===== config.mk =====
export PLATFORM = sky130hd
export DESIGN_NAME = serial_subtractor
export DESIGN_NICKNAME = d
export VERILOG_FILES = /design/src/rtl/serial_subtractor.sv
export SDC_FILE = /design/constraint.sdc
export NUM_CORES = 1
export LEC_CHECK = 0
export ABC_AREA = 1
export BUFFER_PORTS_ARGS = -buffer_cell sky130_fd_sc_hd__buf_2
export CAP_MARGIN = 20
export CELL_PAD_IN_SITES_DETAIL_PLACEMENT = 0
export CELL_PAD_IN_SITES_GLOBAL_PLACEMENT = 2
export CORE_ASPECT_RATIO = 0.7
export CORE_MARGIN = 2
export CORE_UTILIZATION = 34
export CTS_BUF_LIST = sky130_fd_sc_hd__clkbuf_8
export DETAILED_ROUTE_END_ITERATION = 10
export MAX_ROUTING_LAYER = met4
export PLACE_DENSITY_LB_ADDON = 0.1
export SLEW_MARGIN = 30
export SYNTH_ARGS = -nofsm -noshare
export SYNTH_HDL_FRONTEND = slang
export SYNTH_SLANG_ARGS = --single-unit

===== constraint.sdc =====
create_clock -name clk -period 1.4 [get_ports clk]
set_input_delay 0.35 -clock clk [delete_from_list [all_inputs] [get_ports clk]]
set_output_delay 0.35 -clock clk [all_outputs]
set_load 0.05 [all_outputs]

===== src/rtl/serial_subtractor.sv =====
// ---------------------------------------------------------------------------
// serial_subtractor
//
// Bit-serial unsigned subtractor: computes a_in - b_in - bin_init one bit per
// clock, LSB first, using a single full-subtractor cell and a borrow flop.
// Trades latency (WIDTH cycles per operation) for minimal logic.
//
// Parameters:
//   WIDTH     operand/result width in bits (2..32), default 8
//
// Ports:
//   clk       rising-edge clock
//   rst_n     asynchronous active-low reset
//   start     operation request, sampled only in IDLE or DONE
//   a_in      minuend, captured on an accepted start
//   b_in      subtrahend, captured on an accepted start
//   bin_init  initial borrow-in, captured on an accepted start
//   busy      high while the bit-serial datapath is shifting
//   done      one-cycle pulse when differ/borrow have just been updated
//   differ    registered difference (mod 2^WIDTH)
//   borrow    registered final borrow-out (1 when a_in < b_in + bin_init)
//   ovf       (only with SERIAL_SUB_OVF_EN) registered two's-complement
//             overflow flag, updated together with differ
//
// Optional feature macro: SERIAL_SUB_OVF_EN
// ---------------------------------------------------------------------------
module serial_subtractor #(
    parameter int WIDTH = 8
) (
    input  logic             clk,
    input  logic             rst_n,
    input  logic             start,
    input  logic [WIDTH-1:0] a_in,
    input  logic [WIDTH-1:0] b_in,
    input  logic             bin_init,
    output logic             busy,
    output logic             done,
    output logic [WIDTH-1:0] differ,
    output logic             borrow
`ifdef SERIAL_SUB_OVF_EN
    ,
    output logic             ovf
`endif
);

    localparam int CW = (WIDTH > 1) ? $clog2(WIDTH) : 1;
    localparam logic [CW-1:0] LAST_CNT = CW'(WIDTH - 1);

    typedef enum logic [1:0] {
        S_IDLE  = 2'd0,
        S_SHIFT = 2'd1,
        S_DONE  = 2'd2
    } state_t;

    state_t           state_reg;
    logic [WIDTH-1:0] a_sh_reg;
    logic [WIDTH-1:0] b_sh_reg;
    logic [WIDTH-1:0] r_sh_reg;
    logic             br_reg;
    logic [CW-1:0]    cnt_reg;

    // Full-subtractor cell on the current LSBs of the operand shifters.
    logic bit_a;
    logic bit_b;
    logic d_bit;
    logic br_next;

    always_comb begin
        bit_a   = a_sh_reg[0];
        bit_b   = b_sh_reg[0];
        d_bit   = bit_a ^ bit_b ^ br_reg;
        br_next = (~bit_a & bit_b) | (~(bit_a ^ bit_b) & br_reg);
    end

    always_ff @(posedge clk or negedge rst_n) begin
        if (!rst_n) begin
            state_reg <= S_IDLE;
            a_sh_reg  <= '0;
            b_sh_reg  <= '0;
            r_sh_reg  <= '0;
            br_reg    <= 1'b0;
            cnt_reg   <= '0;
            busy      <= 1'b0;
            done      <= 1'b0;
            differ    <= '0;
            borrow    <= 1'b0;
`ifdef SERIAL_SUB_OVF_EN
            ovf       <= 1'b0;
`endif
        end else begin
            case (state_reg)
                S_IDLE, S_DONE: begin
                    // done is a single-cycle pulse in both accepting states.
                    done <= 1'b0;
                    if (start) begin
                        a_sh_reg  <= a_in;
                        b_sh_reg  <= b_in;
                        br_reg    <= bin_init;
                        r_sh_reg  <= '0;
                        cnt_reg   <= '0;
                        busy      <= 1'b1;
                        state_reg <= S_SHIFT;
                    end else begin
                        busy      <= 1'b0;
                        state_reg <= S_IDLE;
                    end
                end

                S_SHIFT: begin
                    a_sh_reg <= {1'b0, a_sh_reg[WIDTH-1:1]};
                    b_sh_reg <= {1'b0, b_sh_reg[WIDTH-1:1]};
                    r_sh_reg <= {d_bit, r_sh_reg[WIDTH-1:1]};
                    br_reg   <= br_next;
                    cnt_reg  <= cnt_reg + 1'b1;
                    if (cnt_reg == LAST_CNT) begin
                        // Final bit: publish the full result straight from the
                        // cell so differ never exposes a partial value.
                        differ    <= {d_bit, r_sh_reg[WIDTH-1:1]};
                        borrow    <= br_next;
`ifdef SERIAL_SUB_OVF_EN
                        // On the last shift the LSBs hold the operand MSBs.
                        ovf       <= (bit_a != bit_b) && (d_bit != bit_a);
`endif
                        done      <= 1'b1;
                        busy      <= 1'b0;
                        state_reg <= S_DONE;
                    end
                end

                default: begin
                    busy      <= 1'b0;
                    done      <= 1'b0;
                    state_reg <= S_IDLE;
                end
            endcase
        end
    end

endmodule

==> results.sh, run 1 <==
export IMPL_status="completed"
export IMPL_grt_overflow=0
export IMPL_numPortBuffers=30
export IMPL_core_area_mm2=0.005258
export IMPL_critical_path_depth=1
export IMPL_total_power_uw=5734
export IMPL_r2r_end="differ[1]"
export IMPL_yosysWarnings=0
export IMPL_min_period_ns=1.347
export IMPL_antenna_found_initial=0
export IMPL_r2r_start="cnt_reg[0]"
export IMPL_synth_distinct_cells=19
export IMPL_dr_first_iter_drc_count=104
export IMPL_hold_path_class="in -> reg"
export IMPL_cap_violations=0
export IMPL_gp_congestion=0.7172
export IMPL_fmax_mhz=742.7
export IMPL_wirelength_um=3804
export IMPL_netlist_area_mm2=0.001867
export IMPL_syn_avg_cell_area_um2=8.334
export IMPL_hold_violations=0
export IMPL_max_slew_margin=0.8178
export IMPL_fin_nets=288
export IMPL_cts_buffers=5
export IMPL_min_from="b_in[7]"
export IMPL_synth_top_area_frac=0.5228
export IMPL_clk_latency_ns=0.29
export IMPL_clk_pin_slew_ns=0.08
export IMPL_dieArea_mm2=0.006109
export IMPL_rsz0062_at_grt="false"
export IMPL_cp_slowest_cell="dfrtp_2"
export IMPL_rrSetupSlack_ns=0.16
export IMPL_syn_num_nets=247
export IMPL_whs_path_depth=3
export IMPL_clock_sinks=39
export IMPL_cp_data_arrival_time_ns=1.00
export IMPL_synth_ff_latch_count=39
export IMPL_tightestPinTransition_ns=0.2732
export IMPL_synth_area_leaders="dfrtp_1 52%, nand2_1 15%, inv_1 8.2%"
export IMPL_rows=22
export IMPL_clockBufferDepth=2
export IMPL_die_x_um=92.57
export IMPL_netlist_instances=224
export IMPL_cp_max_fo=3
export IMPL_fin_crit_sh=0.9618
export IMPL_drc_errors=0
export IMPL_grt_pass1_vias=1282
export IMPL_fin_setup_tns_ns=0
export IMPL_htree_levels=2
export IMPL_via_per_inst=4.154
export IMPL_firstDrtPassIters=4
export IMPL_cp_slowest_stage_delay_ns=0.43
export IMPL_timing_critical_path_buf_inv=1
export IMPL_dieHeight_um=66.00
export IMPL_antenna_left=0
export IMPL_holdWs_ns=0.2697
export IMPL_io_pins=31
export IMPL_maxSlewViolCount=0
export IMPL_cp_end_kind="primary output"
export IMPL_crit_required_ns=1.05
export IMPL_path_cells="buf_2"
export IMPL_n_antenna_cell=0
export IMPL_clock_skew_ns=0.007271
export IMPL_grt_max_degree=30
export IMPL_dp_hpwl_um=2495
export IMPL_startpoint_type="register"
export IMPL_min_to="b_sh_reg[7]"
export IMPL_cellLeakagePower_uw=0.001280
export IMPL_post_drt_wl_per_cell_um=11.25
export IMPL_area_delta_synth_final_pct=21.65
export IMPL_setup_violations=0
export IMPL_synth_top_area_cell="dfrtp_1"
export IMPL_drive_above_1_share=0.2556
export IMPL_initial_core_util=0.3551
export IMPL_vias=1404
export IMPL_fin_util=0.4319
export IMPL_rr_worst_depth=5
export IMPL_cts_tree="built"
export IMPL_pwr_density_cell_mw_per_mm2=2525
export IMPL_irDropWorstVdd_uv=855.9
export IMPL_grt_util_all_layers=0.1378
export IMPL_path_class="reg -> out"
export IMPL_yosysSeqAreaShare=0.5228
export IMPL_cp_top_family="flip-flops"
export IMPL_grt_pass1_wl_um=6244
export IMPL_clockRootBuffer="clkbuf_8"
worst min-delay path: cells and delay by family:
kind / cells / cell delay, ns
buf+inv: 1 / 0.07
compound gates: 1 / 0.06
simple gates: 1 / 0.04
layout by cell type (no fill, tap or decap), types with 3 or more instances in the layout:
master    count
nand3_1      29
nand2_4       3
buf_4        10
buf_2        30
o21ai_0       5
o21ai_1       5
o21ai_2       8
dfrtp_1      38
inv_1        41
nand2_1      74
clkbuf_8      6
area by class of cell:
| cell class | instances | area [µm²] |
|---|---|---|
| Fill cell | 571 | 2987 |
| Sequential cell | 39 | 977.2 |
| Multi-Input combinational cell | 133 | 660.6 |
| Timing Repair Buffer | 42 | 255.2 |
| Inverter | 44 | 170.2 |
| Tap cell | 72 | 90.09 |
| Clock buffer | 6 | 82.58 |
| Clock inverter | 2 | 35.03 |
routing by layer:
| metal | global-route usage | wire length, µm | share of wire | vias up |
|---|---|---|---|---|
| met5 | - | 0 | 0 | - |
| met4 | 0.03918 | 30 | 0.0079 | 0 |
| met3 | 0.03991 | 145 | 0.038 | 5 |
| met2 | 0.1861 | 1520 | 0.40 | 19 |
| met1 | 0.1994 | 2107 | 0.55 | 624 |
| li1 | - | - | - | 756 |
where the power goes:
part           internal (µW)  switching, µW  total, µW  leakage, µW
Sequential              1670            279       1950     0.000482
Clock                    577            400        977    0.0000612
Combinational            932           1880       2810     0.000737
Total                   3180           2560       5730      0.00128
cells in the mapped netlist:
master and instances:
nand2_1 74, o21ai_1 5, inv_2 1, dfrtp_1 39
nor2_4 1, inv_4 2, nand3_1 29, inv_1 41
buf_6 3, a21oi_1 1, buf_4 2, nand2_2 1
o21ai_2 8, ha_1 2, nand2_4 3, o21ai_0 5
nor2_1 2, fa_1 1, buf_2 4
logic make-up after synthesis:
family | after synthesis | synth area share
and+or+nand+nor | 110 | 0.2580
buffers and inverters | 53 | 0.1280
DFF | 39 | 0.5228
AOI/OAI and AO/OA | 19 | 0.06702
adders and majority gates | 3 | 0.02413
repair_timing:
item,CTS,global route
resized for setup,0,1
hold buffers,1,0
endpoints found under the setup margin,0,2
buffers inserted,0,4
hold endpoints to repair,10,0
per-stage QoR:
stage	instances	setup slack, ns	cell area, µm²
2_1_floorplan	224	0.1509	1868
3_3_place_gp	324	0.07261	2105
3_5_place_dp	324	0.05461	2105
4_1_cts	333	0.04096	2232
5_1_grt	338	0.01359	2271
6_report	338	0.05350	2271
how the worst max path moves through the flow:
| stage | end | slack, ns | from |
|---|---|---|---|
| 2_1_floorplan | differ[0] | 0.15 | cnt_reg[0] |
| 3_3_place_gp | differ[7] | 0.07 | cnt_reg[0] |
| 3_5_place_dp | differ[7] | 0.05 | cnt_reg[0] |
| 4_1_cts | done | 0.04 | done |
| 5_1_grt | done | 0.01 | done |
| 6_report | done | 0.05 | done |
Power figures use the tool's default switching activity.
==> run 2: changes to the inputs <==
Settings changed: ABC_AREA 1 to 0, CORE_UTILIZATION 34 to 35.
==> run 2 against run 1 <==
  * Setup slack worse by 0.046 ns
  * Sequential power increased by 6%
  * Cell area increased by 1.4%
  * Synthesized cell count is 33% lower
  * Sequential share of layout area shrank 0.55 points
  * Critical endpoint is now cnt_reg[2]
  * Highest routed layer unchanged
==> results.sh, run 2 <==
export IMPL_layout_area_seq_um2=978.4
export IMPL_drc_errors=0
export IMPL_synth_ff_latch_count=39
export IMPL_grt_overflow=0
export IMPL_multiInputGateArea_um2=835.8
export IMPL_grt_pass1_wl_um=6699
export IMPL_tightestPinTransition_ns=0.3266
export IMPL_seqPwrFrac=0.386
export IMPL_synth_edff_count=0
export IMPL_rows=22
export IMPL_synth_top_area_frac=0.5217
export IMPL_dieArea_mm2=0.005954
export IMPL_path_class="reg -> reg"
export IMPL_layout_common_cells="37 x dfrtp_1, 29 x buf_2, 14 x buf_4"
export IMPL_netlist_area_mm2=0.001871
export IMPL_via_per_inst=4.868
export IMPL_grt_max_degree=28
export IMPL_p_comb_frac=0.475
export IMPL_fin_setup_tns_ns=0
export IMPL_wirelength_um=4005
export IMPL_yosysSeqAreaShare=0.5217
export IMPL_dp_hpwl_um=2672
export IMPL_cellLeakagePower_uw=0.001087
export IMPL_vias=1295
export IMPL_pwr_density_cell_mw_per_mm2=2318
export IMPL_synth_common_cells="39 x dfrtp_1, 12 x mux2i_1"
export IMPL_clockBufferDepth=2
export IMPL_fin_area_mm2=0.002303
export IMPL_synth_ff_type="dfrtp_1"
export IMPL_crit_required_ns=1.58
export IMPL_p_int_uw=3175
export IMPL_hold_violations=0
export IMPL_synth_top_area_cell="dfrtp_1"
export IMPL_clk_pin_slew_ns=0.08
export IMPL_cap_violations=0
export IMPL_synth_distinct_cells=28
export IMPL_core_area_mm2=0.005202
export IMPL_die_x_um=91.38
export IMPL_dieHeight_um=65.17
export IMPL_synth_area_leaders="dfrtp_1 52%, mux2i_1 6.4%, mux2_4 5.6%"
export IMPL_fin_crit_sh=0.9943
export IMPL_min_period_ns=1.392
export IMPL_cts_buffers=5
export IMPL_grt_util_all_layers=0.1526
export IMPL_max_slew_margin=0.7823
export IMPL_cp_end_kind="register"
export IMPL_startpoint_type="register"
export IMPL_io_pins=31
export IMPL_firstDrtPassIters=4
export IMPL_status="completed"
export IMPL_area_delta_synth_final_pct=23.14
export IMPL_clock_sinks=39
export IMPL_rsz0062_at_grt="true"
export IMPL_swShare=0.4053
export IMPL_clock_skew_ns=0.005052
export IMPL_setup_violations=0
export IMPL_drive_above_1_share=0.3814
export IMPL_grt_pass1_vias=1333
export IMPL_gp_congestion=0.7098
export IMPL_numPortBuffers=30
export IMPL_clockRootBuffer="clkbuf_8"
export IMPL_antenna_found_initial=0
export IMPL_clk_latency_ns=0.29
export IMPL_syn_num_nets=172
export IMPL_cp_data_arrival_time_ns=1.57
export IMPL_p_sw_uw=2164
export IMPL_synthArstFlopShare=1.000
export IMPL_fin_util=0.4428
export IMPL_antenna_left=0
export IMPL_syn_avg_cell_area_um2=12.55
export IMPL_clkPwrFrac=0.138
export IMPL_n_antenna_cell=0
export IMPL_maxSlewViolCount=0
export IMPL_netlist_instances=149
export IMPL_htree_levels=2
export IMPL_initial_core_util=0.3595
export IMPL_hold_path_class="in -> reg"
export IMPL_cp_max_fo=2
export IMPL_placed_area_mm2=0.002130
export IMPL_fmax_mhz=718.4
export IMPL_yosysWarnings=0
export IMPL_post_drt_wl_per_cell_um=15.06
export IMPL_layout_commonest_cell="dfrtp_1"
export IMPL_cts_tree="built"
export IMPL_dr_first_iter_drc_count=62
export IMPL_irDropWorstVdd_uv=872.9
export IMPL_synth_most_common_cell="dfrtp_1"
export IMPL_fill_cells=509
export IMPL_fin_nets=216
==> run 2: cell type report <==
| cell class | instances | area share |
|---|---|---|
| clock inverters | 3 | 0.006518 |
| flip-flops and latches | 39 | 0.4248 |
| repair buffers | 46 | 0.1304 |
| well taps | 72 | 0.03911 |
| inverters | 4 | 0.006518 |
| multi-input cells | 97 | 0.3628 |
| clock buffers | 5 | 0.02988 |
==> run 2: per-layer routing <==
layer  GRT usage  wire [µm]
met1      0.2009       2081
met2      0.2259       1726
met3     0.04014        143
met4     0.06439         54
met5           -          0
==> run 2: worst paths after layout <==
path,start,endpoint,slack (ns),cells after the start
hold / removal,b_in[2],b_sh_reg[2],0.33,3
setup / recovery,cnt_reg[1],cnt_reg[2],0.008,4
setup reg to reg,cnt_reg[1],cnt_reg[2],0.008,4
hold reg to reg,a_sh_reg[1],a_sh_reg[1],0.48,1
max in group asynchronous,rst_n,b_sh_reg[0],0.46,3
min in group asynchronous,rst_n,cnt_reg[1],0.48,2
==> run 2: power groups by stage <==
stage	clock network, µW	logic (µW)	registers (µW)
6_report	739	2540	2060
5_1_grt	818	2790	2130
4_1_cts	771	2470	2050
3_5_place_dp	0	2400	2060
3_3_place_gp	0	2340	2050
2_1_floorplan	0	1470	2410
==> run 2: critical path, stage by stage (launching register included) <==
cell and delay [ns]:
dfrtp_1 0.41, ha_2 0.21, ha_4 0.20, mux2_2 0.25, a22o_1 0.20
==> run 2: what timing repair did <==
action	4_1_cts	5_1_grt
buffers inserted	3	2
gates resized for setup	4	3
cloned	1	0
hold buffers	1	0
pin swaps	0	2
hold endpoints to repair	12	0
setup endpoints to repair	10	7
==> run 2: cells by family after synthesis <==
kind of cell    count (synthesis)  share of synthesized area
buf+inv                        14                    0.05350
flops                          39                     0.5217
simple gates                   26                    0.09297
mux                            24                     0.1505
fa+ha+maj                       3                    0.02408
compound gates                 43                     0.1572
==> run 2: metrics by stage <==
step | instances | setup WS, ns | hold WS, ns | total power, µW
detailed placement | 251 | -0.02965 | 0.2656 | 4458
global placement | 251 | -0.008263 | 0.2661 | 4387
CTS | 264 | 0.002352 | 0.3196 | 5298
global route | 266 | -0.007788 | 0.3477 | 5741
floorplan | 149 | 0.004432 | 0.05441 | 3875
finish | 266 | 0.007986 | 0.3333 | 5338
==> run 3: changes to the inputs <==
Settings changed: CORE_MARGIN 2 to 8.
==> run 3 against run 2 <==
  * Non-clock buffer count is 4 lower
  * Count of clock-buffer cells in the layout stayed put
  * Via count is 3.7% lower
  * Hold slack worse by 0.31 ns
  * Cell area is 0.49% lower
  * Largest power group unchanged
==> results.sh, run 3 (same netlist as run 2, synthesis figures left out) <==
export IMPL_dr_first_iter_drc_count=23
export IMPL_hold_path_class="in -> async"
export IMPL_grt_util_all_layers=0.1087
export IMPL_fin_nets=212
export IMPL_fin_area_mm2=0.002292
export IMPL_core_area_mm2=0.005202
export IMPL_cp_end_kind="primary output"
export IMPL_post_drt_wl_per_cell_um=15.29
export IMPL_dieHeight_um=77.17
export IMPL_grt_pass1_vias=1253
export IMPL_fin_util=0.4406
export IMPL_wirelength_um=4005
export IMPL_cp_max_fo=10
export IMPL_cp_slowest_cell="dfrtp_2"
export IMPL_irDropWorstVdd_uv=942.9
export IMPL_cp_data_arrival_time_ns=1.04
export IMPL_grt_max_degree=40
export IMPL_numPortBuffers=30
export IMPL_firstDrtPassIters=4
export IMPL_clock_skew_ns=0.008919
export IMPL_cap_violations=0
export IMPL_setup_slack_ns=0.01054
export IMPL_antenna_left=0
export IMPL_initial_core_util=0.3595
export IMPL_path_cells="buf_8"
export IMPL_fill_cells=476
export IMPL_clockRootBuffer="clkbuf_8"
export IMPL_maxSlewViolCount=0
export IMPL_max_slew_margin=0.7978
export IMPL_clock_sinks=39
export IMPL_drc_errors=0
export IMPL_cts_hold_buf=0
export IMPL_layout_common_cells="37 x dfrtp_1, 29 x buf_2, 12 x mux2i_1"
export IMPL_setup_violations=0
export IMPL_cp_slowest_stage_delay_ns=0.56
export IMPL_dieArea_mm2=0.007977
export IMPL_pwr_density_cell_mw_per_mm2=2377
export IMPL_clockBufferDepth=2
export IMPL_antenna_found_initial=0
export IMPL_rows=22
export IMPL_io_pins=31
export IMPL_layout_commonest_cell="dfrtp_1"
export IMPL_place_ws_ns=-0.06014
export IMPL_crit_required_ns=1.05
export IMPL_post_place_cells=250
export IMPL_path_class="reg -> out"
export IMPL_cts_tree="built"
export IMPL_fmax_mhz=719.7
export IMPL_die_x_um=103.4
export IMPL_cts_buffers=5
export IMPL_htree_levels=2
export IMPL_startpoint_type="register"
export IMPL_n_antenna_cell=0
export IMPL_stdcell_count=262
export IMPL_area_delta_synth_final_pct=22.54
export IMPL_via_per_inst=4.760
export IMPL_fin_crit_sh=0.9925
export IMPL_hold_violations=0
export IMPL_dp_hpwl_um=2725
export IMPL_rsz0062_at_grt="true"
export IMPL_min_period_ns=1.389
export IMPL_cellLeakagePower_uw=0.001076
export IMPL_vias=1247
export IMPL_gp_congestion=0.7360
export IMPL_grt_pass1_wl_um=6561
export IMPL_drive_above_1_share=0.3684
export IMPL_clk_pin_slew_ns=0.08
export IMPL_status="completed"
export IMPL_timing_critical_path_buf_inv=1
export IMPL_clk_latency_ns=0.29
export IMPL_placed_area_mm2=0.002110
export IMPL_cp_top_family="flip-flops"
export IMPL_tightestPinTransition_ns=0.3033
export IMPL_grt_overflow=0
export IMPL_holdWs_ns=0.01888
## run 3: final cells by class
| type | count | area [µm²] | share of cell area |
|---|---|---|---|
| Timing Repair Buffer | 42 | 262.8 | 0.1146 |
| Clock buffer | 5 | 68.82 | 0.03002 |
| Clock inverter | 3 | 43.79 | 0.01910 |
| Sequential cell | 39 | 978.4 | 0.4269 |
| Tap cell | 72 | 90.09 | 0.03930 |
| Multi-Input combinational cell | 97 | 833.3 | 0.3635 |
| Inverter | 4 | 15.01 | 0.006550 |
## run 3: worst paths after layout
path                                 to  slack [ns]         from  cells after the start
max                                done        0.01         done                      1
min                         a_sh_reg[6]        0.02        rst_n                      2
max reg2reg                  cnt_reg[2]        0.02   cnt_reg[1]                      4
min reg2reg                 a_sh_reg[1]        0.49  a_sh_reg[1]                      1
max in group asynchronous  state_reg[0]        1.18        rst_n                      2
min in group clk            b_sh_reg[2]        0.33      b_in[2]                      3
## run 3: report_power, final
group / internal (µW) / switching, µW / leakage (µW) / total (µW)
logic: 1120 / 1320 / 0.000543 / 2440
clock network: 531 / 410 / 0.0000581 / 941
registers: 1660 / 411 / 0.000475 / 2070
## run 3: routing by layer
metal / vias up / global-route usage / routed length (µm)
li1: 632 / - / -
met1: 592 / 0.1573 / 2147
met2: 18 / 0.1373 / 1681
met3: 5 / 0.03336 / 138
met4: 0 / 0.03453 / 38
met5: - / - / 0
## run 3: metrics by stage
step                      power [µW]  TNS [ns]
final                           5448         0
after global routing            5814  -0.09601
after CTS                       5453         0
after detailed placement        4412   -0.2312
after global placement          4360  -0.02603
after floorplan                 3875         0
## run 3: worst register-to-register path, stage by stage, from the launching register on
cell	delay (ns)
dfrtp_1	0.40
ha_2	0.21
ha_4	0.21
mux2_2	0.26
a22o_1	0.21
## run 3: timing repair
item	4_1_cts	5_1_grt
setup endpoints to repair	10	3
gates cloned	1	0
gates resized for setup	6	2
pin swaps	0	2
buffers inserted	1	2
